## src/rtl/branch_predictor.sv

```systemverilog
// Fetch-stage branch predictor: direct-mapped 2-bit counters plus tagged BTB, trained by execute.
// Optional macro BP_PERF_CNT_EN adds perf_updates / perf_mispredicts counters and ports.
module branch_predictor #(
  parameter int ENTRIES    = 16,
  parameter int DATA_WIDTH = 32
) (
  input  logic                  clk,
  input  logic                  rst_n,
  input  logic [DATA_WIDTH-1:0] if_pc,
  output logic                  pred_taken,
  output logic [DATA_WIDTH-1:0] pred_target,
  input  logic                  upd_valid,
  input  logic [DATA_WIDTH-1:0] upd_pc,
  input  logic                  upd_taken,
  input  logic [DATA_WIDTH-1:0] upd_target,
`ifdef BP_PERF_CNT_EN
  input  logic                  upd_pred_taken,
  output logic [31:0]           perf_updates,
  output logic [31:0]           perf_mispredicts
`else
  input  logic                  upd_pred_taken
`endif
);

  localparam int IDX   = $clog2(ENTRIES);
  localparam int TAG_W = DATA_WIDTH - IDX - 2;

  logic [ENTRIES-1:0]    valid_q, valid_d;
  logic [TAG_W-1:0]      tag_q    [ENTRIES];
  logic [TAG_W-1:0]      tag_d    [ENTRIES];
  logic [DATA_WIDTH-1:0] target_q [ENTRIES];
  logic [DATA_WIDTH-1:0] target_d [ENTRIES];
  logic [1:0]            ctr_q    [ENTRIES];
  logic [1:0]            ctr_d    [ENTRIES];

  logic [IDX-1:0]   if_idx, upd_idx;
  logic [TAG_W-1:0] if_tag, upd_tag;
  logic             if_hit, upd_hit;

  assign if_idx  = if_pc[IDX+1:2];
  assign if_tag  = if_pc[DATA_WIDTH-1:IDX+2];
  assign upd_idx = upd_pc[IDX+1:2];
  assign upd_tag = upd_pc[DATA_WIDTH-1:IDX+2];

  // Lookup reads registered state only, so a same-cycle update is never bypassed.
  assign if_hit      = valid_q[if_idx] && (tag_q[if_idx] == if_tag);
  assign pred_taken  = rst_n && if_hit && ctr_q[if_idx][1];
  assign pred_target = pred_taken ? target_q[if_idx] : '0;

  assign upd_hit = valid_q[upd_idx] && (tag_q[upd_idx] == upd_tag);

  always_comb begin
    valid_d  = valid_q;
    tag_d    = tag_q;
    target_d = target_q;
    ctr_d    = ctr_q;
    if (upd_valid) begin
      if (upd_hit) begin
        if (upd_taken) begin
          target_d[upd_idx] = upd_target;
          if (ctr_q[upd_idx] != 2'b11) ctr_d[upd_idx] = ctr_q[upd_idx] + 2'd1;
        end else if (ctr_q[upd_idx] != 2'b00) begin
          ctr_d[upd_idx] = ctr_q[upd_idx] - 2'd1;
        end
      end else if (upd_taken) begin
        // Only taken branches allocate; a fresh entry starts weakly taken.
        valid_d[upd_idx]  = 1'b1;
        tag_d[upd_idx]    = upd_tag;
        target_d[upd_idx] = upd_target;
        ctr_d[upd_idx]    = 2'b10;
      end
    end
  end

  always_ff @(posedge clk or negedge rst_n) begin
    if (!rst_n) begin
      valid_q <= '0;
      for (int i = 0; i < ENTRIES; i++) begin
        tag_q[i]    <= '0;
        target_q[i] <= '0;
        ctr_q[i]    <= 2'b01;
      end
    end else begin
      valid_q  <= valid_d;
      tag_q    <= tag_d;
      target_q <= target_d;
      ctr_q    <= ctr_d;
    end
  end

`ifdef BP_PERF_CNT_EN
  logic [31:0] perf_updates_q, perf_updates_d;
  logic [31:0] perf_mispredicts_q, perf_mispredicts_d;

  always_comb begin
    perf_updates_d     = perf_updates_q;
    perf_mispredicts_d = perf_mispredicts_q;
    if (upd_valid) begin
      perf_updates_d = perf_updates_q + 32'd1;
      if (upd_pred_taken != upd_taken) perf_mispredicts_d = perf_mispredicts_q + 32'd1;
    end
  end

  always_ff @(posedge clk or negedge rst_n) begin
    if (!rst_n) begin
      perf_updates_q     <= '0;
      perf_mispredicts_q <= '0;
    end else begin
      perf_updates_q     <= perf_updates_d;
      perf_mispredicts_q <= perf_mispredicts_d;
    end
  end

  assign perf_updates     = perf_updates_q;
  assign perf_mispredicts = perf_mispredicts_q;
`else
  logic unused_pred_taken;
  assign unused_pred_taken = upd_pred_taken;
`endif

endmodule
```

## config.mk

```make
export PLATFORM = sky130hd
export DESIGN_NAME = branch_predictor
export DESIGN_NICKNAME = d
export VERILOG_FILES = /design/src/rtl/branch_predictor.sv
export SDC_FILE = /design/constraint.sdc
export NUM_CORES = 1
export LEC_CHECK = 0
export CAP_MARGIN = 40
export CORE_ASPECT_RATIO = 1.1
export CORE_MARGIN = 10
export CORE_UTILIZATION = 25
export DETAILED_ROUTE_END_ITERATION = 10
export HOLD_SLACK_MARGIN = 0.06
export PLACE_DENSITY_LB_ADDON = 0.25
export SYNTH_ARGS = -nofsm -noshare
export SYNTH_HDL_FRONTEND = slang
export SYNTH_SLANG_ARGS = --single-unit
```

## constraint.sdc

```tcl
create_clock -name clk -period 8.81 [get_ports clk]
set_clock_uncertainty 0.15 [all_clocks]
set_input_delay 1.3215 -clock clk [delete_from_list [all_inputs] [get_ports clk]]
set_output_delay 1.3215 -clock clk [all_outputs]
set_load 0.01 [all_outputs]
```

---- Yosys cells after proc, flatten, opt, wreduce, memory -nomap -nowiden ----
Index checks and enable logic that the tools add are counted.
operators by class
  bitwise logic cells ..................... 7
  reductions and logical operators ........ 12
  $lt $le $gt $ge ......................... 6
  equal/unequal tests ..................... 4
  add/subtract/negate cells ............... 2
  mux-type cells .......................... 37
operators with widths
  kind                                                        number
  bitwise mux 512 bit                                         1
  bitwise mux 416 bit                                         1
  2-to-1 mux 32 bit                                           9
  binary-select mux 26 bit (select 4 bit)                     2
  2-to-1 mux 26 bit                                           5
  binary-select mux 32 bit (select 4 bit)                     1
  demux 32 bit (select 4 bit)                                 1
  demux 26 bit (select 4 bit)                                 1
  bitwise mux 32 bit                                          2
  equality test 26 bit                                        2
  OR 16 bit                                                   2
  bitwise AND 16 bit                                          1
  binary-select mux 2 bit (select 4 bit)                      2
  inverter 16 bit                                             1
  >= comparator 5 bit, second input constant                  2
  less-than comparator 4 x 5 -> 1 bit, second input constant  2
  2-to-1 mux 2 bit                                            5
  inverter 4 -> 5 bit                                         2
  binary-select mux 1 bit (select 4 bit)                      2
  demux 2 bit (select 4 bit)                                  1
  logical AND 1 bit                                           6
  nonzero test 2 bit                                          3
  less-than comparator 5 x 1 -> 1 bit, second input constant  1
  demux 1 bit (select 4 bit)                                  1
  10 further kinds                                            12
word-level totals
  output and inout bits ................... 33
  bits in registers ....................... 976
  input bits .............................. 101

---- Longest topological paths before layout ----
Gate-level depths: netlist (run 1).
  depth in word-level cells ............... 9
  mapped depth ............................ 17

---- Worst setup path before layout (run 1) ----
OpenSTA, ideal clock, no wires.
  kind .................................... input to output
  start point ............................. input if_pc[2]
  end point ............................... output pred_target[10]
  buffers on the path ..................... 4
  setup slack ............................. 2.867 ns
  data required time ...................... 7.339 ns
  cell stages on the path ................. 10
  arrival ................................. 4.472 ns
  cells stage by stage .................... clkbuf_1 -> buf_1 -> buf_1 -> mux4_2 -> mux4_2 -> xor2_1 -> nor4_1 -> nand4_1 -> clkbuf_1 -> nor2b_1
on the way
  longest elaborated chain between the ends .. 9
ends and longest elaborated chain
  item                                                  RTL line    RTL
  start, declared                                       9           input logic [DATA_WIDTH-1:0] if_pc,
  inverter 4 -> 5 bit (not written as such)             46, 47, 48
  binary-select mux 26 bit (select 4 bit)               46          assign if_hit = valid_q[if_idx] && (tag_q[if_idx] == if_tag);
  2-to-1 mux 26 bit (not written as such) (2 in a row)  46
  equality test 26 bit                                  46
  logical AND 1 bit                                     46
  logical AND 1 bit (2 in a row)                        47          assign pred_taken = rst_n && if_hit && ctr_q[if_idx][1];
  2-to-1 mux 32 bit *                                   48          assign pred_target = pred_taken ? target_q[if_idx] : '0;
  end, declared                                         11          output logic [DATA_WIDTH-1:0] pred_target,
Mark *: on every way between the ends. The rest lies on a longest branch, timed or not. The select of a mux whose other input is x is not followed.

---- Worst setup path after layout (run 1) ----
  start point ............................. input if_pc[3]
  end point ............................... output pred_target[15]
Same word-level chain as after synthesis.

==> impl_metrics.env, run 1 <==
export IMPL_dr_total_vias=29100
export IMPL_top_usage_layer="met2"
export IMPL_synth_seq_area_share_pct=50.1
export IMPL_p_leak_nw=24.0
export IMPL_cp_arrival_ns=5.87
export IMPL_ys_types=63
export IMPL_intPower_mw=9.68
export IMPL_layout_cells_non_filler=6023
export IMPL_root_buffer="clkbuf_16"
export IMPL_use_met3_pct=2.49
export IMPL_required_ns=7.34
export IMPL_grt_pass1_wl_um=226000
export IMPL_fill_cells=19500
export IMPL_critical_path_max_stage_delay_ns=0.69
export IMPL_antenna_found_initial=25
export IMPL_hold_viol=0
export IMPL_synthCells=3311
export IMPL_maxCapViolations=0
export IMPL_cts_max_level=3
export IMPL_run_status="finished, final reports clean"
export IMPL_slew_headroom_pct=32.6
export IMPL_finalCritPeriodShare_pct=83.4
export IMPL_worst_setup_path_end_kind="primary output"
export IMPL_routed_via_density=4.83
export IMPL_pwr_share_clk_pct=37.4
export IMPL_fmax_ghz=0.136
export IMPL_cp_start_kind="primary input"
export IMPL_overflow=0
export IMPL_synth_top_cell_area_share_pct=49.3
export IMPL_cts_tree="yes"
export IMPL_yosys_top_cells_area="dfrtp_1 49%, mux2_2 21%, mux4_2 16%, nand2_1 2.5%, mux2i_1 1.6%"
export IMPL_syn_nets=3414
export IMPL_synth_warnings=0
export IMPL_worstHoldPathType="in2async"
export IMPL_setup_violations=0
export IMPL_fin_util_pct=29.5
export IMPL_post_drt_wl_per_cell_um=25.3
export IMPL_core_um2=193000
export IMPL_p_seq_share_pct=44.6
export IMPL_final_nets=3454
export IMPL_rsz0062_at_grt="no"
export IMPL_die_h_um=483
export IMPL_worst_pin_slew_ns=1.01
export IMPL_dpl_worst_slack_ns=1.32
export IMPL_worst_path_max_delay_cell="buf_4"
export IMPL_place_inst=5799
export IMPL_grt_pass1_vias=30800
export IMPL_post_route_min_period_ns=7.34
export IMPL_post_cts_buffers=0
export IMPL_cts_resized=0
export IMPL_layout_drive_gt1_share_pct=47.1
export IMPL_cp_common_cell="buf_4"
export IMPL_setup_ws_ns=1.47
export IMPL_critical_path_class="in2out"
export IMPL_synthArstFlopShare_pct=100
export IMPL_dp_hpwl_um=86600
export IMPL_clk_latency_ns=0.76
export IMPL_drt_pass1_iterations=5
export IMPL_die_w_um=441
export IMPL_clockBufferDepth=3
export IMPL_clk_pin_slew_worst_paths_ns=0.06
export IMPL_p_switching_mw=3.49
export IMPL_io_pins=134
export IMPL_cts_made_buffers=115
export IMPL_worstPathCellList="clkbuf_8 > buf_4 > buf_4 > mux4_2 > mux4_2 > xor2_1 > nor4_1 > nand4_1 > buf_4 > nor2b_1 > clkdlybuf4s50_1"
export IMPL_finalPower_mw=13.2
export IMPL_port_buffers=128
export IMPL_drt_total_wl_um=153000
export IMPL_synth_flop_cell="dfrtp_1"
export IMPL_tns_ns=0
export IMPL_slew_violations=0
export IMPL_ys_seq_elements=976
export IMPL_dr_first_iter_drc_count=2127
export IMPL_hold_buffers=0
export IMPL_syn_area_per_cell_um2=14.7
export IMPL_pwr_density_cell_nw_per_um2=231
export IMPL_use_met2_pct=22.8
export IMPL_ant_nets=0
export IMPL_r2r_slack_ns=4.00
export IMPL_grt_util_met1_pct=19.7
export IMPL_initial_core_util_pct=25.2
export IMPL_die_area_um2=213000
export IMPL_syn_cell_area_um2=48700
export IMPL_swShare_pct=26.5
export IMPL_rows=169
export IMPL_grt_start_max_net_pins=151
export IMPL_drc=0
export IMPL_clock_sinks=976
export IMPL_synth_edff_count=0
export IMPL_syn_to_final_growth_pct=17.0
export IMPL_cp_max_fo=45
export IMPL_place_gp_congestion=0.727
export IMPL_ir_drop_mv=0.168
export IMPL_yosysTopAreaCell="dfrtp_1"
export IMPL_globalRouteTotalUtil_pct=14.1
export IMPL_p_comb_share_pct=18.0
sequential cells by signal, summed over array words and instances, names as in the netlist:
| name | cells |
|---|---|
| ctr_q | 32 |
| tag_q | 416 |
| target_q | 512 |
| valid_q | 16 |
stage by stage:
stage               area [um2]  hold slack [ns]
floorplan                48700            0.291
global placement         52700            0.307
detailed placement       53100            0.311
CTS                      57000            0.248
global route             57000            0.267
finish                   57000            0.299
cells in the mapped netlist (3+ instances only):
library cell    n
o211ai_2        7
o22ai_1        27
a221oi_1       20
o21ai_0         9
nor4_1          3
buf_2          34
nand2_1       321
mux4_2        356
nand3b_1        3
xor2_1         31
clkbuf_1      183
and4_1          3
a21oi_1         5
nor2_1         31
mux2i_1        77
nor3_2          9
nand2b_1       11
o211ai_1        9
o2111ai_1       4
and2b_1         3
mux2_2        900
buf_6           7
xnor2_1        38
nor3_1          9
a211oi_1        3
dfrtp_1       960
or2_2          17
buf_4          35
nand4_1         8
a22oi_1         6
a21o_1          3
a2bb2oi_1       7
nor2_2          4
dfstp_2        16
nor2b_1        43
inv_1           7
mux2_1         14
nand3_1        20
buf_1          39
layer usage:
layer / routed length, um / share of wire, %
met5: 165 / 0.11
met4: 3470 / 2.3
met3: 6680 / 4.4
met2: 72100 / 47
met1: 70300 / 46
cells by family (layout without fill, tap and decap cells):
family | Yosys count | in the layout | synth area share, %
mux | 1349 | 1349 | 39.3
fa+ha+maj | 2 | 2 | 0.0513
buf+inv | 309 | 449 | 2.94
compound gates | 110 | 110 | 1.74
simple gates | 496 | 496 | 4.64
flops | 976 | 976 | 50.1
xor+xnor | 69 | 69 | 1.24
other cells | 0 | 7 | 0
worst paths after layout:
kind,end,from,cells after the start
max,pred_target[15],if_pc[3],11
min,tag_q[373],rst_n,1
max in group asynchronous,target_q[78],rst_n,6
max reg2reg,ctr_q[15],tag_q[111],11
min reg2reg,target_q[494],target_q[494],2
min in group clk,target_q[494],target_q[494],2
critical path: cells and delay by family:
family / cells / cell delay, ns
muxes: 2 / 0.90
buffers and inverters: 5 / 2.60
xor gates and xnor gates: 1 / 0.22
and+or+nand+nor: 3 / 0.58
cells in the final DEF (no fill, tap or decap), drive strengths merged, types with 4 or more instances in the layout:
cell	instances
dfrtp	960
nand3	20
a221oi	20
bufinv	7
nor3	18
nand2b	11
inv	9
mux2	914
clkbuf	184
xnor2	38
a2bb2oi	7
or2	17
a22oi	6
o2111ai	4
buf	105
o21ai	10
o22ai	27
nor2b	43
clkinv	23
nor2	35
dfstp	16
a21oi	5
xor2	31
nand4	8
mux4	358
o211ai	16
diode	7
nand2	322
clkdlybuf4s50	119
mux2i	77
final cells by class:
class | count | area [um2] | share of cell area, %
Sequential cell | 976 | 24400 | 42.9
Multi-Input combinational cell | 2026 | 23100 | 40.5
Clock buffer | 183 | 3480 | 6.11
Tap cell | 2565 | 3210 | 5.63
Timing Repair Buffer | 225 | 2310 | 4.04
Clock inverter | 34 | 462 | 0.810
Inverter | 7 | 26.3 | 0.0461
Antenna cell | 7 | 17.5 | 0.0307
power by group through the flow:
| stage | Sequential (mW) | Combinational (mW) | Clock [mW] |
|---|---|---|---|
| 2_1_floorplan | 5.75 | 1.80 | 0 |
| 3_3_place_gp | 5.92 | 2.35 | 0 |
| 3_5_place_dp | 5.94 | 2.40 | 0 |
| 4_1_cts | 5.86 | 2.40 | 5.08 |
| 5_1_grt | 5.98 | 2.57 | 5.25 |
| 6_report | 5.87 | 2.36 | 4.93 |
Power figures use the tool's default switching activity.
==> run 2: changes to the inputs <==
- clock period: 8.81 -> 6.08 ns (I/O delays scaled with it)
==> impl_metrics.env, run 2 (same netlist as run 1, synthesis figures left out) <==
export IMPL_run_status="finished, final reports clean"
export IMPL_swShare_pct=26.3
export IMPL_critical_path_max_stage_delay_ns=0.56
export IMPL_r2r_slack_ns=1.91
export IMPL_cts_max_level=3
export IMPL_maxCapViolations=0
export IMPL_pwr_share_clk_pct=38.4
export IMPL_worst_path_max_delay_cell="clkdlybuf4s50_1"
export IMPL_setup_violations=0
export IMPL_cp_max_fo=51
export IMPL_port_buffers=128
export IMPL_p_switching_mw=5.11
export IMPL_mostFrequentLayoutCells="960 x dfrtp_1, 900 x mux2_2, 356 x mux4_2, 321 x nand2_1, 143 x buf_4"
export IMPL_post_route_min_period_ns=5.81
export IMPL_slew_violations=0
export IMPL_drt_pass1_iterations=5
export IMPL_initial_core_util_pct=25.2
export IMPL_post_cts_buffers=0
export IMPL_die_h_um=483
export IMPL_p_seq_share_pct=43.8
export IMPL_worst_pin_slew_ns=1.13
export IMPL_cp_arrival_ns=4.75
export IMPL_final_nets=3539
export IMPL_ant_nets=0
export IMPL_rsz0062_at_grt="no"
export IMPL_syn_to_final_growth_pct=19.1
export IMPL_drt_total_wl_um=152000
export IMPL_drc=0
export IMPL_ir_drop_mv=0.260
export IMPL_slew_headroom_pct=24.8
export IMPL_clk_latency_ns=0.77
export IMPL_rows=169
export IMPL_clockBufferDepth=3
export IMPL_p_leak_nw=24.5
export IMPL_finalCritPeriodShare_pct=95.6
export IMPL_grt_pass1_wl_um=227000
export IMPL_pwr_density_cell_nw_per_um2=335
export IMPL_cts_tree="yes"
export IMPL_core_um2=193000
export IMPL_hold_viol=0
export IMPL_fmax_ghz=0.172
export IMPL_grt_start_max_net_pins=173
export IMPL_antenna_found_initial=14
export IMPL_path_delay_family="buffers and inverters"
export IMPL_cts_made_buffers=117
export IMPL_fin_util_pct=30.0
export IMPL_cp_start_kind="primary input"
export IMPL_place_gp_congestion=0.747
export IMPL_p_comb_share_pct=17.9
export IMPL_top_register="target_q"
export IMPL_layout_drive_gt1_share_pct=48.5
export IMPL_overflow=0
export IMPL_tns_ns=0
export IMPL_required_ns=5.02
export IMPL_cp_common_cell="buf_4"
export IMPL_dr_first_iter_drc_count=1885
export IMPL_crit_buf_inv=7
export IMPL_layout_commonest_cell="dfrtp_1"
export IMPL_die_w_um=441
export IMPL_dp_hpwl_um=91200
export IMPL_largest_reg_flops=512
export IMPL_intPower_mw=14.3
export IMPL_clock_sinks=976
export IMPL_routed_via_density=4.80
export IMPL_critical_path_class="in2out"
export IMPL_worst_setup_path_end_kind="primary output"
export IMPL_die_area_um2=213000
export IMPL_clk_pin_slew_worst_paths_ns=0.06
export IMPL_worstPathCellList="buf_8 > buf_12 > mux4_2 > mux4_2 > xnor2_1 > buf_4 > nand3_1 > nor3_4 > buf_4 > nand4_1 > buf_4 > buf_12 > nor2b_1 > clkdlybuf4s50_1"
export IMPL_finalPower_mw=19.4
export IMPL_post_drt_wl_per_cell_um=25.0
export IMPL_dr_total_vias=29300
export IMPL_root_buffer="clkbuf_16"
export IMPL_io_pins=134
export IMPL_grt_pass1_vias=31600
export IMPL_top_regs="target_q: 512 flops, tag_q: 416 flops, ctr_q: 32 flops"
export IMPL_globalRouteTotalUtil_pct=14.1
export IMPL_worstHoldPathType="reg2reg"
[run 2: cell types whose count changed in the layout (fill, tap and decap cells not counted), moves of 3 or more]
cell,change
bufinv_16,+6
clkinv_2,-6
clkbuf_8,-5
buf_4,+63
clkbuf_16,+3
diode_2,-4
buf_12,+20
[run 2: power by group through the flow]
stage               Sequential [mW]  Combinational, mW  Clock [mW]
floorplan                      8.33               2.61           0
global route                   8.68               3.76        7.97
finish                         8.51               3.47        7.46
CTS                            8.51               3.52        7.70
global placement               8.59               3.45           0
detailed placement             8.62               3.51           0
[run 2: final timing paths]
check                      cells after the start           from         endpoint
max                                           14       if_pc[3]  pred_target[26]
min                                            2  target_q[430]    target_q[430]
max reg2reg                                   13     tag_q[109]       tag_q[287]
min reg2reg                                    2  target_q[430]    target_q[430]
max in group asynchronous                      5          rst_n    target_q[324]
min in group asynchronous                      2          rst_n       tag_q[191]
[run 2: worst register-to-register path, cell delays in order (launching register included)]
cell       delay, ns
dfrtp_1         0.40
mux4_2          0.47
mux2i_1         0.29
xnor2_1         0.22
a2111oi_0       0.12
buf_4           0.16
and4_1          0.22
o22ai_1         0.25
nor4bb_4        0.10
buf_12          0.17
buf_4           0.20
nor3_4          0.55
buf_4           0.37
mux2_2          0.38
[run 2: final cells by class]
class / instances / area [um2]
tap: 2565 / 3210
clock buffer: 180 / 3480
fill: 19300 / 135000
inverter: 7 / 26.3
timing repair buffer: 308 / 3150
sequential: 976 / 24400
clock inverter: 38 / 644
antenna: 3 / 7.51
multi-input combinational: 2026 / 23100
[run 2: timing repair]
action	in CTS	in global routing
endpoints found under the setup margin	33	26
hold buffers	1	0
pin swaps	0	2
gates resized for setup	3	7
gates cloned	0	1
endpoints found under the hold margin	56	0
[run 2: metal layers]
layer	vias up	share of wire (%)	wire [um]	GRT usage [%]
li1	12600	-	-	-
met1	15900	45	68900	19.2
met2	569	48	72600	23.1
met3	232	4.3	6570	2.38
met4	14	2.8	4290	4.19
met5	-	0.060	92	0
[run 2: stage by stage]
step	area, um2	hold slack, ns	cells	worst slack [ns]
detailed placement	53800	0.309	5880	-0.167
CTS	58000	0.328	6099	0.0368
global route	58100	0.335	6101	0.0553
finish	58100	0.322	6103	0.266
global placement	53700	0.308	5874	-0.150
floorplan	48700	0.291	3311	0.956
